[config.mk]
export PLATFORM = sky130hd
export DESIGN_NAME = pf_lpddr3_dm_lane_tx_seq_flat
export DESIGN_NICKNAME = d
export VERILOG_FILES = /design/src/rtl/pf_lpddr3_dm_lane_tx_seq_if.sv /design/src/rtl/pf_lpddr3_dm_lane_tx_seq.sv /design/src/flat_wrapper.sv
export SDC_FILE = /design/constraint.sdc
export NUM_CORES = 1
export LEC_CHECK = 0
export CAP_MARGIN = 10
export CORE_UTILIZATION = 63
export DETAILED_ROUTE_END_ITERATION = 6
export PLACE_DENSITY_LB_ADDON = 0.1
export SKIP_CTS_REPAIR_TIMING = 1
export SYNTH_ARGS = -nofsm -noshare
export SYNTH_HDL_FRONTEND = slang
export SYNTH_SLANG_ARGS = --single-unit
[constraint.sdc]
create_clock -name FAB_CLK -period 5.9 [get_ports FAB_CLK]
set_clock_uncertainty 0.2 [all_clocks]
set_input_delay 0.59 -clock FAB_CLK [delete_from_list [all_inputs] [get_ports FAB_CLK]]
set_output_delay 0.59 -clock FAB_CLK [all_outputs]
set_load 0.02 [all_outputs]
[src/rtl/pf_lpddr3_dm_lane_tx_seq_if.sv]
// Controller/IOD-facing signal bundle of one LPDDR3 DM lane sequencer.
// The sequencer takes the slave modport; the controller/IOD model takes master.
interface pf_lpddr3_dm_lane_tx_seq_if;
  logic       WR_VALID;
  logic       WR_READY;
  logic [7:0] WR_MASK;
  logic [3:0] WL_CYC;
  logic       ODT_REQ;
  logic       DLY_REQ;
  logic       DLY_DIR;
  logic [7:0] DLY_STEPS;
  logic       DLY_LOAD_REQ;
  logic       DLY_BUSY;
  logic       DLY_DONE;
  logic       DLY_ERR;
  logic [7:0] TX_DATA_0;
  logic [3:0] OE_DATA_0;
  logic       ODT_EN_0;
  logic       DELAY_LINE_MOVE_0;
  logic       DELAY_LINE_DIRECTION_0;
  logic       DELAY_LINE_LOAD_0;
  logic       DELAY_LINE_OUT_OF_RANGE_0;

  modport slave (
    input  WR_VALID, WR_MASK, WL_CYC, ODT_REQ, DLY_REQ, DLY_DIR, DLY_STEPS,
           DLY_LOAD_REQ, DELAY_LINE_OUT_OF_RANGE_0,
    output WR_READY, DLY_BUSY, DLY_DONE, DLY_ERR, TX_DATA_0, OE_DATA_0, ODT_EN_0,
           DELAY_LINE_MOVE_0, DELAY_LINE_DIRECTION_0, DELAY_LINE_LOAD_0
  );

  modport master (
    output WR_VALID, WR_MASK, WL_CYC, ODT_REQ, DLY_REQ, DLY_DIR, DLY_STEPS,
           DLY_LOAD_REQ, DELAY_LINE_OUT_OF_RANGE_0,
    input  WR_READY, DLY_BUSY, DLY_DONE, DLY_ERR, TX_DATA_0, OE_DATA_0, ODT_EN_0,
           DELAY_LINE_MOVE_0, DELAY_LINE_DIRECTION_0, DELAY_LINE_LOAD_0
  );
endinterface

[src/rtl/pf_lpddr3_dm_lane_tx_seq.sv]
// LPDDR3 DM lane sequencer: write-latency delayed mask/OE/ODT words for the IOD,
// plus a delay-line stepper that only runs once the write pipeline has drained.
module pf_lpddr3_dm_lane_tx_seq #(
  parameter int MAX_WL   = 12,
  parameter int STEP_GAP = 4
) (
  input  logic                          FAB_CLK,
  input  logic                          ARST_N,
  pf_lpddr3_dm_lane_tx_seq_if.slave     bus
);
  localparam int WLW = $clog2(MAX_WL + 1);
  localparam int GW  = $clog2(STEP_GAP);

  typedef enum logic [2:0] {
    S_IDLE, S_DRAIN, S_LOAD, S_SETUP, S_MOVE, S_GAP, S_DONE
  } state_t;

  state_t          state_q;
  logic [7:0]      steps_q;
  logic [GW-1:0]   gap_q;
  logic            dir_lat_q;
  logic            is_load_q;
  logic            dir_q;
  logic            move_q;
  logic            load_q;
  logic            done_q;
  logic            err_q;
  logic            run_q;

  logic [WLW-1:0]  wl_q;
  logic [WLW-1:0]  wl_clamp;
  logic [WLW-1:0]  wl_eff;
  logic [MAX_WL:1] vld_q;
  logic [MAX_WL:1] vld_d;
  logic [7:0]      msk_q [1:MAX_WL];
  logic [7:0]      msk_d [1:MAX_WL];

  logic [7:0]      tx_q;
  logic [3:0]      oe_q;
  logic [3:0]      oe_d;
  logic            odt_q;
  logic            burst_q;

  logic            wr_ready;
  logic            accept;
  logic            pipe_empty;

  assign pipe_empty = ~|vld_q;
  assign wr_ready   = run_q & (state_q == S_IDLE) & ~bus.DLY_REQ & ~bus.DLY_LOAD_REQ;
  assign accept     = bus.WR_VALID & wr_ready;

  always_comb begin
    if (bus.WL_CYC < 4'd2) begin
      wl_clamp = WLW'(2);
    end else if (int'(bus.WL_CYC) > MAX_WL) begin
      wl_clamp = WLW'(MAX_WL);
    end else begin
      wl_clamp = WLW'(bus.WL_CYC);
    end
  end

  // Use the fresh value on the very cycle it becomes loadable so the first
  // write after a latency change is already delayed by the new amount.
  assign wl_eff = ((state_q == S_IDLE) && pipe_empty) ? wl_clamp : wl_q;

  always_ff @(posedge FAB_CLK or negedge ARST_N) begin
    if (!ARST_N) begin
      wl_q  <= WLW'(2);
      run_q <= 1'b0;
    end else begin
      run_q <= 1'b1;
      if ((state_q == S_IDLE) && pipe_empty) begin
        wl_q <= wl_clamp;
      end
    end
  end

  // Stage 1 feeds the output registers; a write injects at stage wl.
  generate
    for (genvar gi = 1; gi <= MAX_WL; gi++) begin : g_stage
      logic inj;
      assign inj = accept && (wl_eff == WLW'(gi));
      if (gi == MAX_WL) begin : g_top
        assign vld_d[gi] = inj;
        assign msk_d[gi] = inj ? bus.WR_MASK : 8'd0;
      end else begin : g_mid
        assign vld_d[gi] = inj | vld_q[gi+1];
        assign msk_d[gi] = inj ? bus.WR_MASK : msk_q[gi+1];
      end
    end
  endgenerate

  always_ff @(posedge FAB_CLK or negedge ARST_N) begin
    if (!ARST_N) begin
      vld_q <= '0;
      msk_q <= '{default: 8'd0};
    end else begin
      vld_q <= vld_d;
      msk_q <= msk_d;
    end
  end

  always_comb begin
    if (vld_q[1]) begin
      oe_d = 4'hF;
    end else begin
      oe_d = {vld_q[2], 2'b00, burst_q};
    end
  end

  always_ff @(posedge FAB_CLK or negedge ARST_N) begin
    if (!ARST_N) begin
      tx_q    <= 8'd0;
      oe_q    <= 4'd0;
      odt_q   <= 1'b0;
      burst_q <= 1'b0;
    end else begin
      tx_q    <= vld_q[1] ? msk_q[1] : 8'd0;
      oe_q    <= oe_d;
      odt_q   <= bus.ODT_REQ & (oe_d == 4'd0);
      burst_q <= vld_q[1];
    end
  end

  always_ff @(posedge FAB_CLK or negedge ARST_N) begin
    if (!ARST_N) begin
      state_q   <= S_IDLE;
      steps_q   <= 8'd0;
      gap_q     <= '0;
      dir_lat_q <= 1'b0;
      is_load_q <= 1'b0;
      dir_q     <= 1'b0;
      move_q    <= 1'b0;
      load_q    <= 1'b0;
      done_q    <= 1'b0;
      err_q     <= 1'b0;
    end else begin
      case (state_q)
        S_IDLE: begin
          if (bus.DLY_LOAD_REQ) begin
            is_load_q <= 1'b1;
            err_q     <= 1'b0;
            state_q   <= S_DRAIN;
          end else if (bus.DLY_REQ) begin
            is_load_q <= 1'b0;
            err_q     <= 1'b0;
            dir_lat_q <= bus.DLY_DIR;
            steps_q   <= bus.DLY_STEPS;
            state_q   <= S_DRAIN;
          end
        end
        // An empty pipeline with OE already idle means the postamble is out.
        S_DRAIN: begin
          if (pipe_empty && (oe_q == 4'd0)) begin
            if (is_load_q) begin
              load_q  <= 1'b1;
              state_q <= S_LOAD;
            end else begin
              dir_q   <= dir_lat_q;
              state_q <= S_SETUP;
            end
          end
        end
        S_LOAD: begin
          load_q  <= 1'b0;
          done_q  <= 1'b1;
          state_q <= S_DONE;
        end
        S_SETUP: begin
          if (steps_q == 8'd0) begin
            done_q  <= 1'b1;
            state_q <= S_DONE;
          end else begin
            move_q  <= 1'b1;
            state_q <= S_MOVE;
          end
        end
        S_MOVE: begin
          move_q  <= 1'b0;
          steps_q <= steps_q - 8'd1;
          if (bus.DELAY_LINE_OUT_OF_RANGE_0) begin
            err_q   <= 1'b1;
            done_q  <= 1'b1;
            state_q <= S_DONE;
          end else begin
            gap_q   <= GW'(STEP_GAP - 2);
            state_q <= S_GAP;
          end
        end
        S_GAP: begin
          if (bus.DELAY_LINE_OUT_OF_RANGE_0) begin
            err_q   <= 1'b1;
            done_q  <= 1'b1;
            state_q <= S_DONE;
          end else if (gap_q == '0) begin
            if (steps_q != 8'd0) begin
              move_q  <= 1'b1;
              state_q <= S_MOVE;
            end else begin
              done_q  <= 1'b1;
              state_q <= S_DONE;
            end
          end else begin
            gap_q <= gap_q - GW'(1);
          end
        end
        S_DONE: begin
          done_q  <= 1'b0;
          state_q <= S_IDLE;
        end
        default: state_q <= S_IDLE;
      endcase
    end
  end

  assign bus.WR_READY               = wr_ready;
  assign bus.DLY_BUSY               = (state_q != S_IDLE);
  assign bus.DLY_DONE               = done_q;
  assign bus.DLY_ERR                = err_q;
  assign bus.TX_DATA_0              = tx_q;
  assign bus.OE_DATA_0              = oe_q;
  assign bus.ODT_EN_0               = odt_q;
  assign bus.DELAY_LINE_MOVE_0      = move_q;
  assign bus.DELAY_LINE_DIRECTION_0 = dir_q;
  assign bus.DELAY_LINE_LOAD_0      = load_q;
endmodule

[src/flat_wrapper.sv]
// flat-port wrapper written by rule: the top's interface ports become plain ports
module pf_lpddr3_dm_lane_tx_seq_flat 
#(
  parameter int MAX_WL   = 12,
  parameter int STEP_GAP = 4
)
  (FAB_CLK, ARST_N, bus_WR_VALID, bus_WR_MASK, bus_WL_CYC, bus_ODT_REQ, bus_DLY_REQ, bus_DLY_DIR, bus_DLY_STEPS, bus_DLY_LOAD_REQ, bus_DELAY_LINE_OUT_OF_RANGE_0, bus_WR_READY, bus_DLY_BUSY, bus_DLY_DONE, bus_DLY_ERR, bus_TX_DATA_0, bus_OE_DATA_0, bus_ODT_EN_0, bus_DELAY_LINE_MOVE_0, bus_DELAY_LINE_DIRECTION_0, bus_DELAY_LINE_LOAD_0);
  pf_lpddr3_dm_lane_tx_seq_if bus_i ();
  input  logic FAB_CLK;
  input  logic ARST_N;
  input wire logic [$bits(bus_i.WR_VALID)-1:0] bus_WR_VALID;
  input wire logic [$bits(bus_i.WR_MASK)-1:0] bus_WR_MASK;
  input wire logic [$bits(bus_i.WL_CYC)-1:0] bus_WL_CYC;
  input wire logic [$bits(bus_i.ODT_REQ)-1:0] bus_ODT_REQ;
  input wire logic [$bits(bus_i.DLY_REQ)-1:0] bus_DLY_REQ;
  input wire logic [$bits(bus_i.DLY_DIR)-1:0] bus_DLY_DIR;
  input wire logic [$bits(bus_i.DLY_STEPS)-1:0] bus_DLY_STEPS;
  input wire logic [$bits(bus_i.DLY_LOAD_REQ)-1:0] bus_DLY_LOAD_REQ;
  input wire logic [$bits(bus_i.DELAY_LINE_OUT_OF_RANGE_0)-1:0] bus_DELAY_LINE_OUT_OF_RANGE_0;
  output wire logic [$bits(bus_i.WR_READY)-1:0] bus_WR_READY;
  output wire logic [$bits(bus_i.DLY_BUSY)-1:0] bus_DLY_BUSY;
  output wire logic [$bits(bus_i.DLY_DONE)-1:0] bus_DLY_DONE;
  output wire logic [$bits(bus_i.DLY_ERR)-1:0] bus_DLY_ERR;
  output wire logic [$bits(bus_i.TX_DATA_0)-1:0] bus_TX_DATA_0;
  output wire logic [$bits(bus_i.OE_DATA_0)-1:0] bus_OE_DATA_0;
  output wire logic [$bits(bus_i.ODT_EN_0)-1:0] bus_ODT_EN_0;
  output wire logic [$bits(bus_i.DELAY_LINE_MOVE_0)-1:0] bus_DELAY_LINE_MOVE_0;
  output wire logic [$bits(bus_i.DELAY_LINE_DIRECTION_0)-1:0] bus_DELAY_LINE_DIRECTION_0;
  output wire logic [$bits(bus_i.DELAY_LINE_LOAD_0)-1:0] bus_DELAY_LINE_LOAD_0;
  assign bus_i.WR_VALID = bus_WR_VALID;
  assign bus_i.WR_MASK = bus_WR_MASK;
  assign bus_i.WL_CYC = bus_WL_CYC;
  assign bus_i.ODT_REQ = bus_ODT_REQ;
  assign bus_i.DLY_REQ = bus_DLY_REQ;
  assign bus_i.DLY_DIR = bus_DLY_DIR;
  assign bus_i.DLY_STEPS = bus_DLY_STEPS;
  assign bus_i.DLY_LOAD_REQ = bus_DLY_LOAD_REQ;
  assign bus_i.DELAY_LINE_OUT_OF_RANGE_0 = bus_DELAY_LINE_OUT_OF_RANGE_0;
  assign bus_WR_READY = bus_i.WR_READY;
  assign bus_DLY_BUSY = bus_i.DLY_BUSY;
  assign bus_DLY_DONE = bus_i.DLY_DONE;
  assign bus_DLY_ERR = bus_i.DLY_ERR;
  assign bus_TX_DATA_0 = bus_i.TX_DATA_0;
  assign bus_OE_DATA_0 = bus_i.OE_DATA_0;
  assign bus_ODT_EN_0 = bus_i.ODT_EN_0;
  assign bus_DELAY_LINE_MOVE_0 = bus_i.DELAY_LINE_MOVE_0;
  assign bus_DELAY_LINE_DIRECTION_0 = bus_i.DELAY_LINE_DIRECTION_0;
  assign bus_DELAY_LINE_LOAD_0 = bus_i.DELAY_LINE_LOAD_0;
  pf_lpddr3_dm_lane_tx_seq #(.MAX_WL(MAX_WL), .STEP_GAP(STEP_GAP)) u_core (.FAB_CLK(FAB_CLK), .ARST_N(ARST_N), .bus(bus_i));
endmodule
# Word level (Yosys, flattened, before mapping)
# Index checks and enable logic that the tools add are counted.
# op_classes
n_addsub,2
n_lt_le_gt_ge,2
eq_ne,34
n_mux,52
n_bitwise,19
n_reduce_logical,41
# op_table
cell,n
8-bit 2-to-1 mux,15
"4-bit equality test, second input constant",5
3-bit one-hot mux with 6 select lines,1
3-bit AND reduction,6
"4-bit by 3-bit equality test with 1-bit output, second input constant",4
4-bit 2-to-1 mux,4
8-bit one-hot mux with 2 select lines,1
1-bit 2-to-1 mux,15
3-bit 2-to-1 mux,5
1-bit logical AND,14
"2-bit != test, second input constant",7
2-bit 2-to-1 mux,6
"2-bit by 1-bit != test with 1-bit output, second input constant",6
12-bit OR reduction,1
1-bit bitwise OR,11
5-bit AND reduction,2
2-bit nonzero test,5
"3-bit equality test, second input constant",3
"4-bit by 2-bit equality test with 1-bit output, second input constant",2
4-bit zero test,2
8-bit zero test,1
8-bit nonzero test,1
"8-bit by 1-bit subtractor with 8-bit output, second input constant",1
"3-bit by 2-bit equality test with 1-bit output, second input constant",2
other kinds (21),30
# word_totals
ff_bits,147
in_bits,28
output_inout_bits,20
elab_cells,179

# Longest topological paths before layout
# logic_depth
word_depth,7
depth_mapped,8
depth_no_buf,6

# Worst setup path after synthesis
# No wires, ideal clock.
# synth_timing
path_type,input to register
start,input port bus_WL_CYC[3]
end,register u_core.msk_q[56] (netlist name)
setup_time_ns,0.125
arrival_time_ns,2.449
required_ns,5.575
path_slack_ns,3.126
stages,7
n_path_buf,3
cell_sequence,clkbuf_1 -> or3_1 -> clkbuf_1 -> and4b_1 -> clkbuf_1 -> a32oi_2 -> mux2_2
# synth_lines
element,line,text
from (decl),flat_wrapper.sv:13,input wire logic [$bits(bus_i.WL_CYC)-1:0] bus_WL_CYC;
to (signal assigned),pf_lpddr3_dm_lane_tx_seq.sv:99,msk_q <= msk_d;
to (decl),pf_lpddr3_dm_lane_tx_seq.sv:35,logic [7:0] msk_q [1:MAX_WL];

# Worst setup path in the final report
# layout_timing
start,register u_core.state_q[0]
end,output port bus_WR_READY
# layout_via
elab_chain_len,4
# layout_lines
element,line,text
from (decl),pf_lpddr3_dm_lane_tx_seq.sv:18,state_t state_q;
from (signal assigned),pf_lpddr3_dm_lane_tx_seq.sv:127,state_q <= S_IDLE;
from (signal assigned),pf_lpddr3_dm_lane_tx_seq.sv:143,state_q <= S_DRAIN;
from (signal assigned),pf_lpddr3_dm_lane_tx_seq.sv:149,state_q <= S_DRAIN;
3-bit zero test,pf_lpddr3_dm_lane_tx_seq.sv:49,assign wr_ready = run_q & (state_q == S_IDLE) & ~bus.DLY_REQ & ~bus.DLY_LOAD_REQ;
1-bit AND (3 in a row),pf_lpddr3_dm_lane_tx_seq.sv:49,
to (decl),flat_wrapper.sv:20,output wire logic [$bits(bus_i.WR_READY)-1:0] bus_WR_READY;
# Every way passes these cells.

==> impl_metrics.csv <==
group,metric,value,unit
synthesis,synthAdderAreaFrac,0.01142,
cells_and_area,final_cells,660,
floorplan,rows,36,
setup_path,cp_max_fo,17,
sta,slew-limit-headroom,0.3661,
place,dpl_cell_area,6855,µm²
pwr,powerDensity,394.8,nW/µm²
setup_path,critical_path.startpoint,"u_core.state_q[0]",
sta,setup_viol,0,
floorplan,die_h,102.4,µm
synthesis,ys_ff_latch,145,
sta,tightest_slew,0.9508,ns
synthesis,synthSimpleGateAreaFrac,0.1103,
clock_tree,clk_latency,0.52,ns
outcome,violations,"hold timing",
synthesis,ys_top_cells_by_count,"dfrtp_1, mux2_2, nor2_1",
clock_tree,clk_pin_slew,0.07,ns
grt,grt_pass1_vias,3864,
sta,rsz0062_at_grt,"no",
drt,finalWirelength,12390,µm
grt,antenna_found_initial,0,
worst_hold_path,holdCritPathClass,"in -> async",
synthesis,muxShareOfSynthArea,0.1788,
sta,hold_slack,-0.06133,ns
synthesis,synth-edff-count,0,
drt,ant_nets,0,
job,cap_violations,0,
pwr,ir_worst_vdd,0.2884,mV
synthesis,ys_seq_area_frac,0.5713,
synthesis,yosysMostFrequentCell,"dfrtp_1",
cells_and_area,n_fill_cell,595,
place,numPortBuffers,47,
sta,slew_violations,0,
synthesis,synth_top_family_by_area,"multiplexers",
pwr,leakagePower,0.003549,µW
setup_path,crit_path_start_kind,"flop",
setup_path,crit_path_end_kind,"primary output",
place,hpwl,7878,µm
synthesis,yosysTopAreaCell,"dfrtp_1",
cells_and_area,area_growth,17.35,%
floorplan,io_pins,48,
drt,drc,0,
grt,grt_max_degree,100,
drt,firstDrtPassIters,5,
floorplan,die-area,10490,µm²
cells_and_area,nets,547,
synthesis,synthTopCellsByArea,"dfrtp_1, mux2_2, a32oi_4",
clock_tree,cts_tree,"built",
synthesis,syn_area_per_cell,13.29,µm²
floorplan,fp.dieW,102.4,µm
drt,viasPerCell,5.880,
pwr,fin_total_pwr,2943,µW
drt,vias,3881,
clock_tree,clockBufferDepth,2,
setup_path,arrival,3.01,ns
outcome,outcome,"complete, but fails checks",
cells_and_area,antenna_cells,0,
clock_tree,numCtsBuffers,17,
sta,hold_viol_final,43,
drt,routedWlPerCell,18.77,µm
setup_path,crit_type,"reg -> out",
clock_tree,htreeDepth,4,
sta,period_share,0.6448,
drt,drt_iter0_markers,140,
synthesis,netlist_instances,478,
synthesis,synth_xor_area_frac,0.001378,
cells_and_area,drive_gt1_frac,0.2998,
sta,fin_crit,3.804,ns
grt,grt_util_all_layers,0.2549,
synthesis,async_reset_ff_frac,1.000,
setup_path,reg2regPathDepth,4,
grt,grt_first_pass_wirelength,19640,µm
setup_path,reg2reg_to,"u_core.msk_q[39]",
cells_and_area,final_area,7456,µm²
synthesis,synth_cell_type_count,57,
synthesis,synth_top_area_frac,0.5672,
setup_path,critPathCapture,"bus_WR_READY",
setup_path,r2r_start,"u_core.vld_q[1]",
synthesis,synth-compound-area-share,0.09768,
setup_path,worstPathRequired,5.11,ns
synthesis,syn_area,6354,µm²
grt,grt-ovfl-total,0,
place,dp_cells,628,
floorplan,start_util,0.6500,
setup_path,r2r_slack,2.53,ns
floorplan,coreArea,9774,µm²
sta,max_freq,262.9,MHz
synthesis,yosys_warnings,0,
clock_tree,cts_sinks,145,
synthesis,synthesis.nets,511,
synthesis,ys_dominant_reg_cell,"dfrtp_1",
place,gp_congestion,0.9450,
clock_tree,cts-root-buf,"clkbuf_8",
sta,tns,0,ns
## metal layers
metal  global-route usage  wire length [µm]  up-vias
met1               0.3272              5323     1973
li1                     -                 -     1792
met3              0.06498               646       17
met4              0.09451               144        0
met5                    0                 0        -
met2               0.4195              6275       99
## layout by cell type (no fill, tap or decap), types with 6 or more instances in the layout
cell type	count
a21oi_1	8
a32oi_4	7
and2_1	11
clkbuf_16	16
clkdlybuf4s50_1	46
dfrtp_1	144
inv_1	10
mux2_2	96
nand2_1	12
nand3b_1	7
nor2_1	25
nor3_1	6
nor3b_1	12
nor4_1	8
o21ai_0	15
o21bai_1	9
or2_2	6
or3b_2	6
## cells by family after synthesis
family | after synthesis
xor+xnor | 1
buf+inv | 41
mux | 101
compound gates | 67
other cells | 1
fa+ha+maj | 6
simple gates | 116
flops | 145
## power by group
part           switching, µW  internal [µW]  total, µW
combinational            386            273        659
sequential               117           1090       1210
clock                    407            668       1070
total                    910           2030       2940
## metrics by stage
step                utilization  worst slack [ns]  hold slack [ns]
floorplan                     -             3.126          0.09441
CTS                      0.7628             2.105         -0.01512
finish                   0.7628             2.096         -0.06133
detailed placement       0.7014             2.397           0.2440
global route             0.7628             1.988         0.007255
global placement         0.7014             2.518           0.2353
## worst max-delay path, stage by stage, from the launching register on
cell,delay [ns]
dfrtp_1,0.56
or3_1,0.69
nor3_1,0.44
and2_1,0.20
clkdlybuf4s50_1,0.61
## area by class of cell
| class | instances | area, µm² | share of cell area |
|---|---|---|---|
| sequential | 145 | 3630 | 0.4868 |
| clock inverter | 12 | 155.1 | 0.02081 |
| tap | 133 | 166.4 | 0.02232 |
| clock buffer | 20 | 445.4 | 0.05974 |
| multi-input combinational | 292 | 2542 | 0.3410 |
| inverter | 10 | 37.54 | 0.005034 |
| timing repair buffer | 48 | 479.2 | 0.06427 |
## worst min path at each step
stage | from | to | slack, ns | cells after the start
2_1_floorplan | ARST_N | u_core.bus.DELAY_LINE_DIRECTION_0 | 0.09 | 0
3_5_place_dp | u_core.msk_q[89] | u_core.bus.TX_DATA_0[1] | 0.24 | 1
5_1_grt | ARST_N | u_core.steps_q[5] | 0.007 | 1
3_3_place_gp | u_core.msk_q[90] | u_core.bus.TX_DATA_0[2] | 0.24 | 1
4_1_cts | ARST_N | u_core.steps_q[5] | -0.02 | 1
6_report | ARST_N | u_core.steps_q[5] | -0.06 | 1
## state kept, by name (all words and copies together), names as in the netlist, 2 cells and up
| register | flops |
|---|---|
| u_core.bus.OE_DATA_0 | 3 |
| u_core.bus.TX_DATA_0 | 8 |
| u_core.gap_q | 2 |
| u_core.msk_q | 96 |
| u_core.state_q | 3 |
| u_core.steps_q | 8 |
| u_core.vld_q | 12 |
| u_core.wl_q | 4 |
Power figures use the tool's default switching activity.
